==> config.mk <==
export PLATFORM = sky130hd
export DESIGN_NAME = decode_issue_stage
export DESIGN_NICKNAME = d
export VERILOG_FILES = /design/src/rtl/rv32_pkg.sv /design/src/rtl/rv32_imm_gen.sv /design/src/rtl/decode_issue_stage.sv
export SDC_FILE = /design/constraint.sdc
export NUM_CORES = 1
export LEC_CHECK = 0
export CAP_MARGIN = 5
export CORE_UTILIZATION = 35
export CTS_CLUSTER_DIAMETER = 80
export CTS_CLUSTER_SIZE = 40
export DETAILED_ROUTE_END_ITERATION = 10
export PLACE_DENSITY = 0.68
export REMOVE_ABC_BUFFERS = 1
export SLEW_MARGIN = 20
export SYNTH_ARGS = -nofsm -noshare
export SYNTH_HDL_FRONTEND = slang
export SYNTH_SLANG_ARGS = --single-unit
==> constraint.sdc <==
create_clock -name clk -period 2.74 [get_ports clk]
set_clock_uncertainty 0.2 [all_clocks]
set_input_delay 0.548 -clock clk [delete_from_list [all_inputs] [get_ports clk]]
set_output_delay 0.548 -clock clk [all_outputs]
set_load 0.005 [all_outputs]
==> src/rtl/rv32_pkg.sv <==
// RV32I shared types: opcodes, immediate formats, field slicers, ID/EX bundle.
// Imported by decode_issue_stage and rv32_imm_gen.
package rv32_pkg;

  localparam int RV_XLEN = 32;

  typedef enum logic [6:0] {
    OPC_LUI      = 7'b0110111,
    OPC_AUIPC    = 7'b0010111,
    OPC_JAL      = 7'b1101111,
    OPC_JALR     = 7'b1100111,
    OPC_BRANCH   = 7'b1100011,
    OPC_LOAD     = 7'b0000011,
    OPC_STORE    = 7'b0100011,
    OPC_OP_IMM   = 7'b0010011,
    OPC_OP       = 7'b0110011,
    OPC_MISC_MEM = 7'b0001111,
    OPC_SYSTEM   = 7'b1110011
  } opcode_e;

  typedef enum logic [2:0] {
    FMT_R,
    FMT_I,
    FMT_S,
    FMT_B,
    FMT_U,
    FMT_J,
    FMT_NONE
  } imm_fmt_e;

  typedef struct packed {
    logic               valid;
    logic [RV_XLEN-1:0] pc;
    logic [RV_XLEN-1:0] imm;
    logic [31:0]        instr;
    logic [RV_XLEN-1:0] op1;
    logic [RV_XLEN-1:0] op2;
    logic [4:0]         rd;
    logic               wen;
    logic               is_load;
    logic               illegal;
  } id_ex_t;

  function automatic logic [6:0] f_opcode(input logic [31:0] i);
    return i[6:0];
  endfunction

  function automatic logic [4:0] f_rd(input logic [31:0] i);
    return i[11:7];
  endfunction

  function automatic logic [4:0] f_rs1(input logic [31:0] i);
    return i[19:15];
  endfunction

  function automatic logic [4:0] f_rs2(input logic [31:0] i);
    return i[24:20];
  endfunction

  // FENCE and SYSTEM are outside the supported set and map to FMT_NONE.
  function automatic imm_fmt_e f_fmt(input logic [6:0] op);
    imm_fmt_e fmt;
    case (op)
      OPC_LUI, OPC_AUIPC:             fmt = FMT_U;
      OPC_JAL:                        fmt = FMT_J;
      OPC_JALR, OPC_LOAD, OPC_OP_IMM: fmt = FMT_I;
      OPC_STORE:                      fmt = FMT_S;
      OPC_BRANCH:                     fmt = FMT_B;
      OPC_OP:                         fmt = FMT_R;
      default:                        fmt = FMT_NONE;
    endcase
    return fmt;
  endfunction

endpackage

==> src/rtl/rv32_imm_gen.sv <==
// Combinational immediate generator: instr -> {format, sign-extended imm}.
// Ports: i_instr in; o_fmt, o_imm out (imm is 0 for R-type and unknown opcodes).
module rv32_imm_gen
  import rv32_pkg::*;
(
  input  logic [31:0]        i_instr,
  output imm_fmt_e           o_fmt,
  output logic [RV_XLEN-1:0] o_imm
);

  logic [31:0] w_i;
  logic [31:0] w_imm;

  assign w_i   = i_instr;
  assign o_fmt = f_fmt(f_opcode(w_i));

  always_comb begin
    w_imm = '0;
    unique case (o_fmt)
      FMT_I: w_imm = {{20{w_i[31]}}, w_i[31:20]};
      FMT_S: w_imm = {{20{w_i[31]}}, w_i[31:25], w_i[11:7]};
      FMT_B: w_imm = {{19{w_i[31]}}, w_i[31], w_i[7],
                      w_i[30:25], w_i[11:8], 1'b0};
      FMT_U: w_imm = {w_i[31:12], 12'b0};
      FMT_J: w_imm = {{11{w_i[31]}}, w_i[31], w_i[19:12],
                      w_i[20], w_i[30:21], 1'b0};
      FMT_R,
      FMT_NONE: w_imm = '0;
      default:  w_imm = '0;
    endcase
  end

  assign o_imm = w_imm;

endmodule

==> src/rtl/decode_issue_stage.sv <==
// RV32I decode/issue: IF/ID reg, operand forwarding, load-use stall, flush, ID/EX reg.
// Macro FWD_EX_EN enables EX->ID forwarding; otherwise any EX rd match stalls one cycle.
module decode_issue_stage
  import rv32_pkg::*;
#(
  parameter int XLEN        = RV_XLEN,
  parameter int STALL_CNT_W = 32
)(
  input  logic                   clk,
  input  logic                   rst,
  input  logic                   pipeline_en,
  input  logic                   flush,
  input  logic                   if_valid,
  input  logic [31:0]            if_instr,
  input  logic [XLEN-1:0]        if_pc,
  output logic                   id_ready,
  output logic [4:0]             rs1,
  output logic [4:0]             rs2,
  input  logic [XLEN-1:0]        rf_reg1,
  input  logic [XLEN-1:0]        rf_reg2,
  input  logic [XLEN-1:0]        ex_fwd_data,
  input  logic [4:0]             mem_rd,
  input  logic                   mem_wen,
  input  logic [XLEN-1:0]        mem_data,
  output logic                   ex_valid,
  output logic [XLEN-1:0]        ex_pc,
  output logic [XLEN-1:0]        ex_imm,
  output logic [31:0]            ex_instr,
  output logic [XLEN-1:0]        ex_op1,
  output logic [XLEN-1:0]        ex_op2,
  output logic [4:0]             ex_rd,
  output logic                   ex_wen,
  output logic                   ex_is_load,
  output logic                   ex_illegal,
  output logic [STALL_CNT_W-1:0] stall_cnt
);

  logic                   r_id_valid;
  logic [31:0]            r_id_instr;
  logic [XLEN-1:0]        r_id_pc;
  id_ex_t                 r_ex;
  logic [STALL_CNT_W-1:0] r_stall_cnt;

  imm_fmt_e        w_fmt;
  logic [XLEN-1:0] w_imm;
  logic            w_use1;
  logic            w_use2;
  logic            w_ill;
  logic            w_wen;
  logic            w_ex_hit1;
  logic            w_ex_hit2;
  logic            w_haz1;
  logic            w_haz2;
  logic            w_fwd1;
  logic            w_fwd2;
  logic [XLEN-1:0] w_fwd_data;
  logic            w_stall;
  id_ex_t          w_next;

  rv32_imm_gen u_imm_gen (
    .i_instr (r_id_instr),
    .o_fmt   (w_fmt),
    .o_imm   (w_imm)
  );

  assign w_ill = (w_fmt == FMT_NONE);

  always_comb begin
    w_use1 = 1'b0;
    w_use2 = 1'b0;
    unique case (1'b1)
      (w_fmt == FMT_R),
      (w_fmt == FMT_S),
      (w_fmt == FMT_B): begin
        w_use1 = 1'b1;
        w_use2 = 1'b1;
      end
      (w_fmt == FMT_I): w_use1 = 1'b1;
      default: ;
    endcase
  end

  assign w_wen = !w_ill && (w_fmt != FMT_S) && (w_fmt != FMT_B)
              && (f_rd(r_id_instr) != 5'd0);

  assign rs1 = w_use1 ? f_rs1(r_id_instr) : 5'd0;
  assign rs2 = w_use2 ? f_rs2(r_id_instr) : 5'd0;

  assign w_ex_hit1 = r_ex.valid && r_ex.wen
                  && (rs1 != 5'd0) && (r_ex.rd == rs1);
  assign w_ex_hit2 = r_ex.valid && r_ex.wen
                  && (rs2 != 5'd0) && (r_ex.rd == rs2);

`ifdef FWD_EX_EN
  // Only a load in EX cannot forward; its data arrives from MEM a cycle later.
  assign w_haz1     = w_ex_hit1 && r_ex.is_load;
  assign w_haz2     = w_ex_hit2 && r_ex.is_load;
  assign w_fwd1     = w_ex_hit1;
  assign w_fwd2     = w_ex_hit2;
  assign w_fwd_data = ex_fwd_data;
`else
  logic w_unused;
  assign w_haz1     = w_ex_hit1;
  assign w_haz2     = w_ex_hit2;
  assign w_fwd1     = 1'b0;
  assign w_fwd2     = 1'b0;
  assign w_fwd_data = '0;
  assign w_unused   = ^ex_fwd_data;
`endif

  assign w_stall  = r_id_valid && (w_haz1 || w_haz2);
  assign id_ready = !w_stall;

  function automatic logic [XLEN-1:0] f_sel(
    input logic [4:0]      rs,
    input logic [XLEN-1:0] rf,
    input logic            fwd,
    input logic [XLEN-1:0] fwd_data,
    input logic            m_wen,
    input logic [4:0]      m_rd,
    input logic [XLEN-1:0] m_data
  );
    if (rs == 5'd0)                   return '0;
    else if (fwd)                     return fwd_data;
    else if (m_wen && (m_rd == rs))   return m_data;
    else                              return rf;
  endfunction

  always_comb begin
    w_next         = '0;
    w_next.valid   = 1'b1;
    w_next.pc      = r_id_pc;
    w_next.imm     = w_imm;
    w_next.instr   = r_id_instr;
    w_next.op1     = f_sel(rs1, rf_reg1, w_fwd1, w_fwd_data,
                           mem_wen, mem_rd, mem_data);
    w_next.op2     = f_sel(rs2, rf_reg2, w_fwd2, w_fwd_data,
                           mem_wen, mem_rd, mem_data);
    w_next.rd      = w_wen ? f_rd(r_id_instr) : 5'd0;
    w_next.wen     = w_wen;
    w_next.is_load = (f_opcode(r_id_instr) == OPC_LOAD);
    w_next.illegal = w_ill;
  end

  always_ff @(posedge clk) begin
    if (rst) begin
      r_id_valid  <= 1'b0;
      r_id_instr  <= '0;
      r_id_pc     <= '0;
      r_ex        <= '0;
      r_stall_cnt <= '0;
    end else if (pipeline_en) begin
      if (flush) begin
        r_id_valid <= 1'b0;
        r_ex       <= '0;
      end else if (w_stall) begin
        r_ex <= '0;
        if (r_stall_cnt != '1)
          r_stall_cnt <= r_stall_cnt + 1'b1;
      end else begin
        r_ex       <= r_id_valid ? w_next : '0;
        r_id_valid <= if_valid;
        if (if_valid) begin
          r_id_instr <= if_instr;
          r_id_pc    <= if_pc;
        end
      end
    end
  end

  assign ex_valid   = r_ex.valid;
  assign ex_pc      = r_ex.pc;
  assign ex_imm     = r_ex.imm;
  assign ex_instr   = r_ex.instr;
  assign ex_op1     = r_ex.op1;
  assign ex_op2     = r_ex.op2;
  assign ex_rd      = r_ex.rd;
  assign ex_wen     = r_ex.wen;
  assign ex_is_load = r_ex.is_load;
  assign ex_illegal = r_ex.illegal;
  assign stall_cnt  = r_stall_cnt;

endmodule
==> metrics, run 1 <==
die width around 180 um; RSZ-0062 raised after global routing yes; Syn Std Cell Area between 0.01 and 0.015 mm^2; number of H-tree levels 1; Max FO, Critical Path 3; HPWL after DPL 29.3 mm; Arr. time, crit path roughly 2.1 ns; via/cell ratio between 5 and 6; hold path start ex_imm[22]; Reg clk slew, reported paths ~0.090 ns; drt initial violations 609; grt ovf 0; post-route ant nets 0; Tmin final 2.89 ns; DR WL/cell 19.0 um; main area contributors after synthesis dfxtp_1 45%, mux2i_1 11%, nand2b_1 7.0%; initial core utilization 0.358; Final Hold Viols 0; Slew HR 0.674; PortBufs between 300 and 400; core area 0.0327 mm^2; violated checks setup timing; Clock Latency Late Sink roughly 0.53 ns; Rows 66; Gate Count Post-Synth ~1,200; Netlist cell types 77; post-route cell area ~0.017 mm^2; Most Used Layer, Global Route met2; startpoint types register; post-synthesis register bit count about 270; CP startpoint r_id_instr[20]; fraction of layout cells with a size suffix above 1 0.112; syn avg cell area ~9.6 um^2; GRT met1 Usage 0.265; PwrDens roughly 440 mW/mm^2; initial antenna violation count 5; Setup Crit Path Kind register to output port; worst flop-to-flop path startpoint r_id_instr[2]; Synthesis Warnings 0; drt pass-1 iters 5; Nets approximately 1,800; first-pass GRT wire length between 50 and 60 mm; Synth area leader dfxtp_1; Max clock buf depth 3; Seq/Total Area, Yosys 0.455; final worst-path cycle share 1.05; DIE AREA 0.0342 mm^2; endpoints failing setup 1; Overall Global Routing Usage 0.220; TritonCTS clock tree yes; vias in the first global route approximately 10,000; number of synthesized flops with an enable pin 0; placed cell area between 0.015 and 0.02 mm^2; outcome finished with violations; max-slew violation count 0; GPL Wtd Cong 0.856; Remaining DRCs 0; pin count of the biggest net entering global routing around 120; Worst Hold Class register to register; final WL just under 40 mm; Die H 185 um; via count around 11,000; worst setup margin -0.147 ns; total CTS buffers 17; met3 Track Usage GR 0.0525; GR Util met2 0.384; ys async rst share 0; WP data required roughly 2.0 ns; worst-margin pin slew around 0.49 ns; max cap viols 0; Peak VDD IR about 0.45 mV; CP endpoint kind output port; filler cell count roughly 3,000; achievable frequency between 0.3 and 0.4 GHz; CTS Root Cell clkbuf_16; area delta synth->final 46.9%; top cell type's share of synthesized area 0.455; Post-CTS Hold Fix Bufs 0; Top-Level Pins around 420; Lkg Pwr 6.27 nW; Sink Count about 270; Post-synth top flop dfxtp_1; Sum Neg Setup Slack -0.147 ns
==> flip-flops by register name (all words and copies together) (netlist names) <==
register / count
ex_wen: 1
ex_rd: 5
r_id_pc: 32
ex_pc: 32
ex_op2: 32
r_id_valid: 1
ex_instr: 32
ex_valid: 1
ex_op1: 32
r_id_instr: 32
stall_cnt: 32
ex_is_load: 1
ex_illegal: 1
ex_imm: 32
==> critical path, stage by stage, from the launching register on <==
cell and delay (ns):
dfxtp_1 0.32, or4_1 0.53, o211ai_1 0.26, nor3_1 0.08
a21o_1 0.23, nand2_1 0.09, buf_2 0.12
==> through the flow <==
stage                     setup WS (ns)  utilization  instances  hold WS [ns]  total power (W)
after detailed placement         -0.110        0.504       2044         0.241          0.00468
after global placement          -0.0636        0.504       2044         0.233          0.00467
after global routing             -0.273        0.526       2080         0.275          0.00786
final                            -0.147        0.526       2080         0.248          0.00756
after floorplan                   -3.51            -       1125         0.244          0.00424
after CTS                        -0.167        0.523       2076         0.253          0.00765
==> logic make-up (layout without fill, tap and decap cells) <==
family                     after synthesis  count (layout)  share of synthesized area
adders and majority gates                1               1                    0.00107
buffers and inverters                  105             517                     0.0494
xor gates and xnor gates                13              13                    0.00973
DFF                                    266             266                      0.455
and+or+nand+nor                        424             424                      0.200
muxes                                  139             139                      0.120
AOI/OAI and AO/OA                      276             276                      0.165
other                                    0               2                          0
==> Yosys cell counts, types with 5 or more instances <==
library cell	number
dfxtp_1	266
nand2b_1	131
mux2i_1	128
nand2_1	119
a22o_1	69
clkbuf_1	58
o21ai_0	54
a21oi_1	39
o21ai_1	39
nor2_1	35
buf_2	15
nand4_1	15
or4_1	15
nand3_1	13
nor2b_1	13
o31ai_1	13
buf_4	12
nor3_1	11
xnor2_1	11
and2_1	10
nor4_1	10
or2_2	10
and3_1	9
o41ai_1	8
buf_6	7
nand3b_1	7
a22oi_1	6
a32oi_1	6
buf_8	6
mux2_1	6
o311ai_0	6
inv_1	5
mux2_2	5
==> routing by layer <==
layer | wire length, um | vias up
met4 | 1070 | 2
met2 | 19200 | 332
met3 | 2890 | 53
met1 | 16200 | 5032
met5 | 8 | -
li1 | - | 5173
==> layout make-up <==
type	instances	area (um^2)	area share
tap	442	553	0.0322
clock inverter	12	171	0.00997
inverter	6	22.5	0.00131
antenna	2	5.00	0.000291
timing repair buffer	481	4750	0.276
clock buffer	18	439	0.0255
sequential	266	5340	0.310
multi-input combinational	853	5920	0.344
==> cell usage in the layout, fill, tap and decap left out, types with 10 or more instances in the layout <==
cell type / instances
nor2b_1: 13
mux2i_1: 128
a22o_1: 69
xnor2_1: 11
nand3_1: 13
and2_1: 10
o31ai_1: 12
clkdlybuf4s50_1: 370
buf_4: 82
o21ai_1: 43
nor3_1: 10
a21oi_1: 38
o21ai_0: 50
or4_1: 15
or2_2: 10
buf_12: 15
nand2b_1: 131
nand4_1: 15
nand2_1: 119
dfxtp_1: 259
nor2_1: 34
clkbuf_16: 17
==> path summary, 6_finish.rpt <==
kind / to / slack [ns] / cells after the start
min reg2reg: ex_imm[22] / 0.25 / 2
min: ex_imm[22] / 0.25 / 2
max: id_ready / -0.15 / 6
max reg2reg: stall_cnt[7] / 0.02 / 9
==> repair_timing <==
action / CTS / global route
pin swaps: 6 / 5
gates resized for setup: 26 / 19
buffers inserted: 2 / 2
setup endpoints to repair: 11 / 34
==> report_power, final <==
group / internal [W] / total, W / switching [W]
Combinational: 0.000393 / 0.000665 / 0.000272
Sequential: 0.00390 / 0.00393 / 0.0000300
Clock: 0.00138 / 0.00297 / 0.00159
Total: 0.00567 / 0.00756 / 0.00190
(Power assumes the default switching activity.)
==> inputs of run 2 (changes only) <==
--- a/config.mk
+++ b/config.mk
@@ -6,12 +6,14 @@
 export NUM_CORES = 1
 export LEC_CHECK = 0
 export CAP_MARGIN = 5
-export CORE_UTILIZATION = 35
+export CELL_PAD_IN_SITES_DETAIL_PLACEMENT = 1
+export CELL_PAD_IN_SITES_GLOBAL_PLACEMENT = 1
+export CORE_UTILIZATION = 34
 export CTS_CLUSTER_DIAMETER = 80
 export CTS_CLUSTER_SIZE = 40
 export DETAILED_ROUTE_END_ITERATION = 10
-export PLACE_DENSITY = 0.68
-export REMOVE_ABC_BUFFERS = 1
+export PLACE_DENSITY = 0.85
+export SKIP_CTS_REPAIR_TIMING = 1
 export SLEW_MARGIN = 20
 export SYNTH_ARGS = -nofsm -noshare
 export SYNTH_HDL_FRONTEND = slang
==> metrics, run 2 (synthesized netlist as in run 1, its figures left out) <==
initial core utilization 0.347 (was 0.358); met1 wire length 17.9 mm (was 16.2 mm); Max clock buf depth 3 (unchanged); Reg clk slew, reported paths 0.11 ns (was 0.09 ns); post-route cell area 0.0176 mm^2 (was 0.0172 mm^2); final worst-path cycle share 1.09 (was 1.05); Peak VDD IR 0.468 mV (was 0.446 mV); max-slew violation count 0 (unchanged); Rows 67 (was 66); RSZ-0062 raised after global routing yes (unchanged); WL met2 23.0 mm (was 19.2 mm); placed cell area 0.0164 mm^2 (was 0.0165 mm^2); total CTS buffers 17 (unchanged); core area 0.0337 mm^2 (was 0.0327 mm^2); placed cells 2,038 (was 2,044); Sink Count 266 (unchanged); grt ovf 0 (unchanged); net count after synthesis 1,428; startpoint types register (unchanged); WP data required 1.99 ns (about the same); number of H-tree levels 1 (unchanged); drt initial violations 568 (was 609); worst-margin pin slew 0.523 ns (was 0.488 ns); fraction of layout cells with a size suffix above 1 0.125 (was 0.112); commonest non-fill, non-tap cell in the layout clkdlybuf4s50_1 (unchanged); DIE AREA 0.0352 mm^2 (was 0.0342 mm^2); Arr. time, crit path 2.24 ns (was 2.14 ns); worst setup margin -0.253 ns (was -0.147 ns); CTS Root Cell clkbuf_16 (unchanged); via count 11,200 (was 10,600); Clock Latency Late Sink 0.53 ns (about the same); CP endpoint kind output port (unchanged); violated checks setup timing (unchanged); via/cell ratio 5.31 (was 5.09); Top-Level Pins 415 (unchanged); die width 188 um (was 185 um); largest stage delay on the critical path 0.55 ns (was 0.53 ns); Overall Global Routing Usage 0.235 (was 0.220); post-route ant nets 0 (unchanged); achievable frequency 0.334 GHz (was 0.346 GHz); HPWL after DPL 31.7 mm (was 29.3 mm); initial antenna violation count 6 (was 5); Max FO, Critical Path 3 (unchanged); pin count of the biggest net entering global routing 121 (was 115); max cap viols 0 (unchanged); Lkg Pwr 6.58 nW (was 6.27 nW); hold path start ex_op2[20] (was ex_imm[22]); top sig layer met5 (unchanged); outcome finished with violations (unchanged); Tmin final 2.99 ns (was 2.89 ns); Die H 188 um (was 185 um); final WL 45.3 mm (was 39.4 mm); met3 wire length 3.11 mm (was 2.89 mm); Remaining DRCs 0 (unchanged); most frequent cells in the layout 370 x clkdlybuf4s50_1, 257 x dfxtp_1, 131 x nand2b_1, 126 x mux2i_1, 119 x nand2_1 (was 370 x clkdlybuf4s50_1, 259 x dfxtp_1, 131 x nand2b_1, 128 x mux2i_1, 119 x nand2_1); worst path cell trace or4_4 -> o211ai_1 -> buf_4 -> nor3_2 -> a21o_1 -> nand2_1 -> buf_2 (was or4_1 -> o211ai_1 -> nor3_1 -> a21o_1 -> nand2_1 -> buf_2); Nets 1,844 (was 1,829); TritonCTS clock tree yes (unchanged); slowest stage cell, crit path or4_4 (was or4_1); DR WL/cell 21.6 um (was 19.0 um); first-pass GRT wire length 65.8 mm (was 58.7 mm); Worst Hold Class register to register (unchanged); final core occ 0.522 (was 0.526); worst flop-to-flop path startpoint r_id_instr[2] (unchanged); Slew HR 0.651 (was 0.674); vias in the first global route 11,500 (was 10,100); CP startpoint r_id_instr[21] (was r_id_instr[20]); Final Hold Viols 0 (unchanged); Setup Crit Path Kind register to output port (unchanged); Sum Neg Setup Slack -0.262 ns (was -0.147 ns); PwrDens 438 mW/mm^2 (was 440 mW/mm^2); area delta synth->final 50.2% (was 46.9%); drt pass-1 iters 4 (was 5); PortBufs 382 (unchanged); GPL Wtd Cong 0.877 (was 0.856); endpoints failing setup 4 (was 1); post-route insts no fill 2,103 (was 2,080)
==> run 2: cell count changes in the layout (fill, tap and decap cells not counted), moves of 6 or more <==
cell            change
dlymetal6s2s_1     +10
dlygate4sd2_1       -9
nor4_2              -7
buf_6               +6
==> run 2: cell type report <==
class                           instances  area, um^2
Fill cell                            3749       16100
Timing Repair Buffer                  496        5010
Multi-Input combinational cell        853        5990
Antenna cell                            5        12.5
Inverter                                6        22.5
Sequential cell                       266        5340
Clock buffer                           18         439
Tap cell                              448         561
Clock inverter                         11         204
==> run 2: worst paths after layout <==
| kind | end | slack [ns] | cells after the start |
|---|---|---|---|
| hold / removal | ex_op2[20] | 0.25 | 2 |
| setup / recovery | id_ready | -0.25 | 7 |
| setup reg to reg | stall_cnt[28] | 0 | 10 |
| hold reg to reg | ex_op2[20] | 0.25 | 2 |
==> run 2: per-stage QoR <==
stage	setup slack [ns]	power, W	hold WS (ns)
4_1_cts	-0.827	0.00777	0.254
3_5_place_dp	-0.257	0.00469	0.240
2_1_floorplan	0.303	0.00429	0.244
6_report	-0.253	0.00770	0.252
3_3_place_gp	-0.152	0.00467	0.234
5_1_grt	-0.344	0.00797	0.274
==> run 2: report_power, final <==
part	switching (W)	internal (W)	total, W
Combinational	0.000291	0.000403	0.000694
Clock	0.00167	0.00140	0.00308
Sequential	0.0000345	0.00390	0.00393
Total	0.00200	0.00570	0.00770
==> run 2: metal layers <==
metal,track usage,vias up
met1,0.266,5503
li1,-,5204
met4,0.0763,2
met3,0.0629,72
met5,0,-
met2,0.426,384
==> run 2: worst max-delay path, delay by kind of cell (launching register included) <==
kind / cells / cell delay [ns]
AOI/OAI and AO/OA: 2 / 0.42
and+or+nand+nor: 3 / 0.67
buffers and inverters: 2 / 0.29
DFF: 1 / 0.35
==> inputs of run 3 (changes only) <==
--- a/config.mk
+++ b/config.mk
@@ -9,10 +9,12 @@
 export CELL_PAD_IN_SITES_DETAIL_PLACEMENT = 1
 export CELL_PAD_IN_SITES_GLOBAL_PLACEMENT = 1
 export CORE_UTILIZATION = 34
+export CTS_BUF_LIST = sky130_fd_sc_hd__clkbuf_2 sky130_fd_sc_hd__clkbuf_4 sky130_fd_sc_hd__clkbuf_8
 export CTS_CLUSTER_DIAMETER = 80
 export CTS_CLUSTER_SIZE = 40
 export DETAILED_ROUTE_END_ITERATION = 10
 export PLACE_DENSITY = 0.85
+export REMOVE_ABC_BUFFERS = 1
 export SKIP_CTS_REPAIR_TIMING = 1
 export SLEW_MARGIN = 20
 export SYNTH_ARGS = -nofsm -noshare
==> metrics, run 3 (synthesized netlist as in run 1, its figures left out) <==
filler cell count 3,741 (was 3,749); Slew HR 0.443 (was 0.651); GPL Wtd Cong 0.844 (was 0.877); die width 188 um (unchanged); Top-Level Pins 415 (unchanged); Final Hold Viols 0 (unchanged); PwrDens 402 mW/mm^2 (was 438 mW/mm^2); first-pass GRT wire length 65.9 mm (was 65.8 mm); Sum Neg Setup Slack -0.227 ns (was -0.262 ns); DR WL/cell 20.9 um (was 21.6 um); via/cell ratio 5.24 (was 5.31); Sw Pwr 0.00186 W (was 0.00200 W); overall power 0.00687 W (was 0.00770 W); sw frac 0.271 (was 0.260); most frequent cells in the layout 370 x clkdlybuf4s50_1, 257 x dfxtp_1, 131 x nand2b_1, 128 x mux2i_1, 119 x nand2_1 (was 370 x clkdlybuf4s50_1, 257 x dfxtp_1, 131 x nand2b_1, 126 x mux2i_1, 119 x nand2_1); number of H-tree levels 1 (unchanged); worst-margin pin slew 0.835 ns (was 0.523 ns); Setup Crit Path Kind register to output port (unchanged); register area 0.00535 mm^2 (was 0.00534 mm^2); Lkg Pwr 6.34 nW (was 6.58 nW); placed cells 2,045 (was 2,038); worst setup margin -0.227 ns (was -0.253 ns); drt pass-1 iters 4 (unchanged); commonest non-fill, non-tap cell in the layout clkdlybuf4s50_1 (unchanged); area delta synth->final 45.9% (was 50.2%); CTS Root Cell clkbuf_8 (was clkbuf_16); violated checks setup timing (unchanged); final worst-path cycle share 1.08 (was 1.09); grt ovf 0 (unchanged); Cell Int Power 0.00501 W (was 0.00570 W); vias in the first global route 11,400 (was 11,500); Tmin final 2.97 ns (was 2.99 ns); met1 wire length 17.9 mm (about the same); fraction of layout cells with a size suffix above 1 0.111 (was 0.125); total CTS buffers 17 (unchanged); multi-input logic area 0.00590 mm^2 (was 0.00599 mm^2); final WL 43.6 mm (was 45.3 mm); pre-CTS WS -0.188 ns (was -0.257 ns); Clock Latency Late Sink 0.61 ns (was 0.53 ns); Arr. time, crit path 2.22 ns (was 2.24 ns); startpoint types register (unchanged); TritonCTS clock tree yes (unchanged); CP endpoint kind output port (unchanged); Reg clk slew, reported paths 0.15 ns (was 0.11 ns); achievable frequency 0.337 GHz (was 0.334 GHz); Overall Global Routing Usage 0.236 (was 0.235); Max clock buf depth 3 (unchanged); initial core utilization 0.347 (unchanged); PortBufs 382 (unchanged); Peak VDD IR 0.309 mV (was 0.468 mV); sequential share of power 0.573 (was 0.511); post-route insts no fill 2,088 (was 2,103); max-slew violation count 0 (unchanged); HPWL after DPL 31.1 mm (was 31.7 mm); WP data required 1.99 ns (about the same); Worst Hold Class input pin to register (was register to register); Comb pwr share 0.099 (was 0.090); Die H 188 um (unchanged); pin count of the biggest net entering global routing 110 (was 121); post-route ant nets 0 (unchanged); Remaining DRCs 0 (unchanged); outcome finished with violations (unchanged); Sink Count 266 (unchanged); top sig layer met4 (was met5); Rows 67 (unchanged); drt initial violations 521 (was 568); WL met2 21.9 mm (was 23.0 mm); core area 0.0337 mm^2 (unchanged); max cap viols 0 (unchanged); via count 10,900 (was 11,200); met3 wire length 2.74 mm (was 3.11 mm); Clk network pwr share 0.328 (was 0.399); Nets 1,831 (was 1,844); DIE AREA 0.0352 mm^2 (unchanged); initial antenna violation count 4 (was 6); RSZ-0062 raised after global routing yes (unchanged); Max FO, Critical Path 5 (was 3); endpoints failing setup 1 (was 4)
run 3: changes by cell type in the layout (fill, tap and decap cells not counted), moves of 3 or more:
cell       before  now
or4_1          11   15
clkbuf_16      21    1
or4_4           4    0
mux2_4          3    0
inv_16          3    0
buf_4          83   77
clkbuf_8        2   17
run 3: path summary, 6_finish.rpt:
path,from,end,slack [ns],cells past startpoint
setup / recovery,r_id_instr[2],id_ready,-0.23,7
hold / removal,rst,ex_imm[7],0.24,3
setup reg to reg,r_id_instr[5],ex_op2[4],0.03,11
hold reg to reg,ex_op2[13],ex_op2[13],0.26,2
run 3: power by group through the flow:
stage / Combinational [W] / Sequential, W / Clock (W)
global route: 0.000725 / 0.00394 / 0.00246
detailed placement: 0.000663 / 0.00402 / 0
finish: 0.000680 / 0.00393 / 0.00225
CTS: 0.000667 / 0.00393 / 0.00235
floorplan: 0.000228 / 0.00402 / 0
global placement: 0.000644 / 0.00401 / 0
run 3: per-layer routing:
metal	vias to the layer above	global-route usage
li1	5164	-
met1	5419	0.276
met2	310	0.427
met3	54	0.0513
met4	0	0.0688
met5	-	0
run 3: cell type report:
cell class,instances,area share
Multi-Input combinational cell,853,0.346
Sequential cell,266,0.313
Timing Repair Buffer,483,0.283
Tap cell,448,0.0328
Clock buffer,18,0.0141
Clock inverter,11,0.00938
Inverter,6,0.00132
Antenna cell,3,0.000439
run 3: critical path, cell delays in order, from the launching register on:
cell and delay, ns:
dfxtp_4 0.39, nor2_2 0.22, buf_4 0.19, nor2_1 0.10
o221ai_4 0.29, a21o_1 0.22, nand2_1 0.07, buf_2 0.14
run 3: metrics by stage:
stage / hold WS [ns] / cell area (um^2) / util
finish: 0.242 / 17100 / 0.507
global route: 0.231 / 17100 / 0.507
CTS: 0.222 / 16900 / 0.500
detailed placement: 0.243 / 16500 / 0.488
global placement: 0.233 / 16500 / 0.488
floorplan: 0.244 / 11200 / -
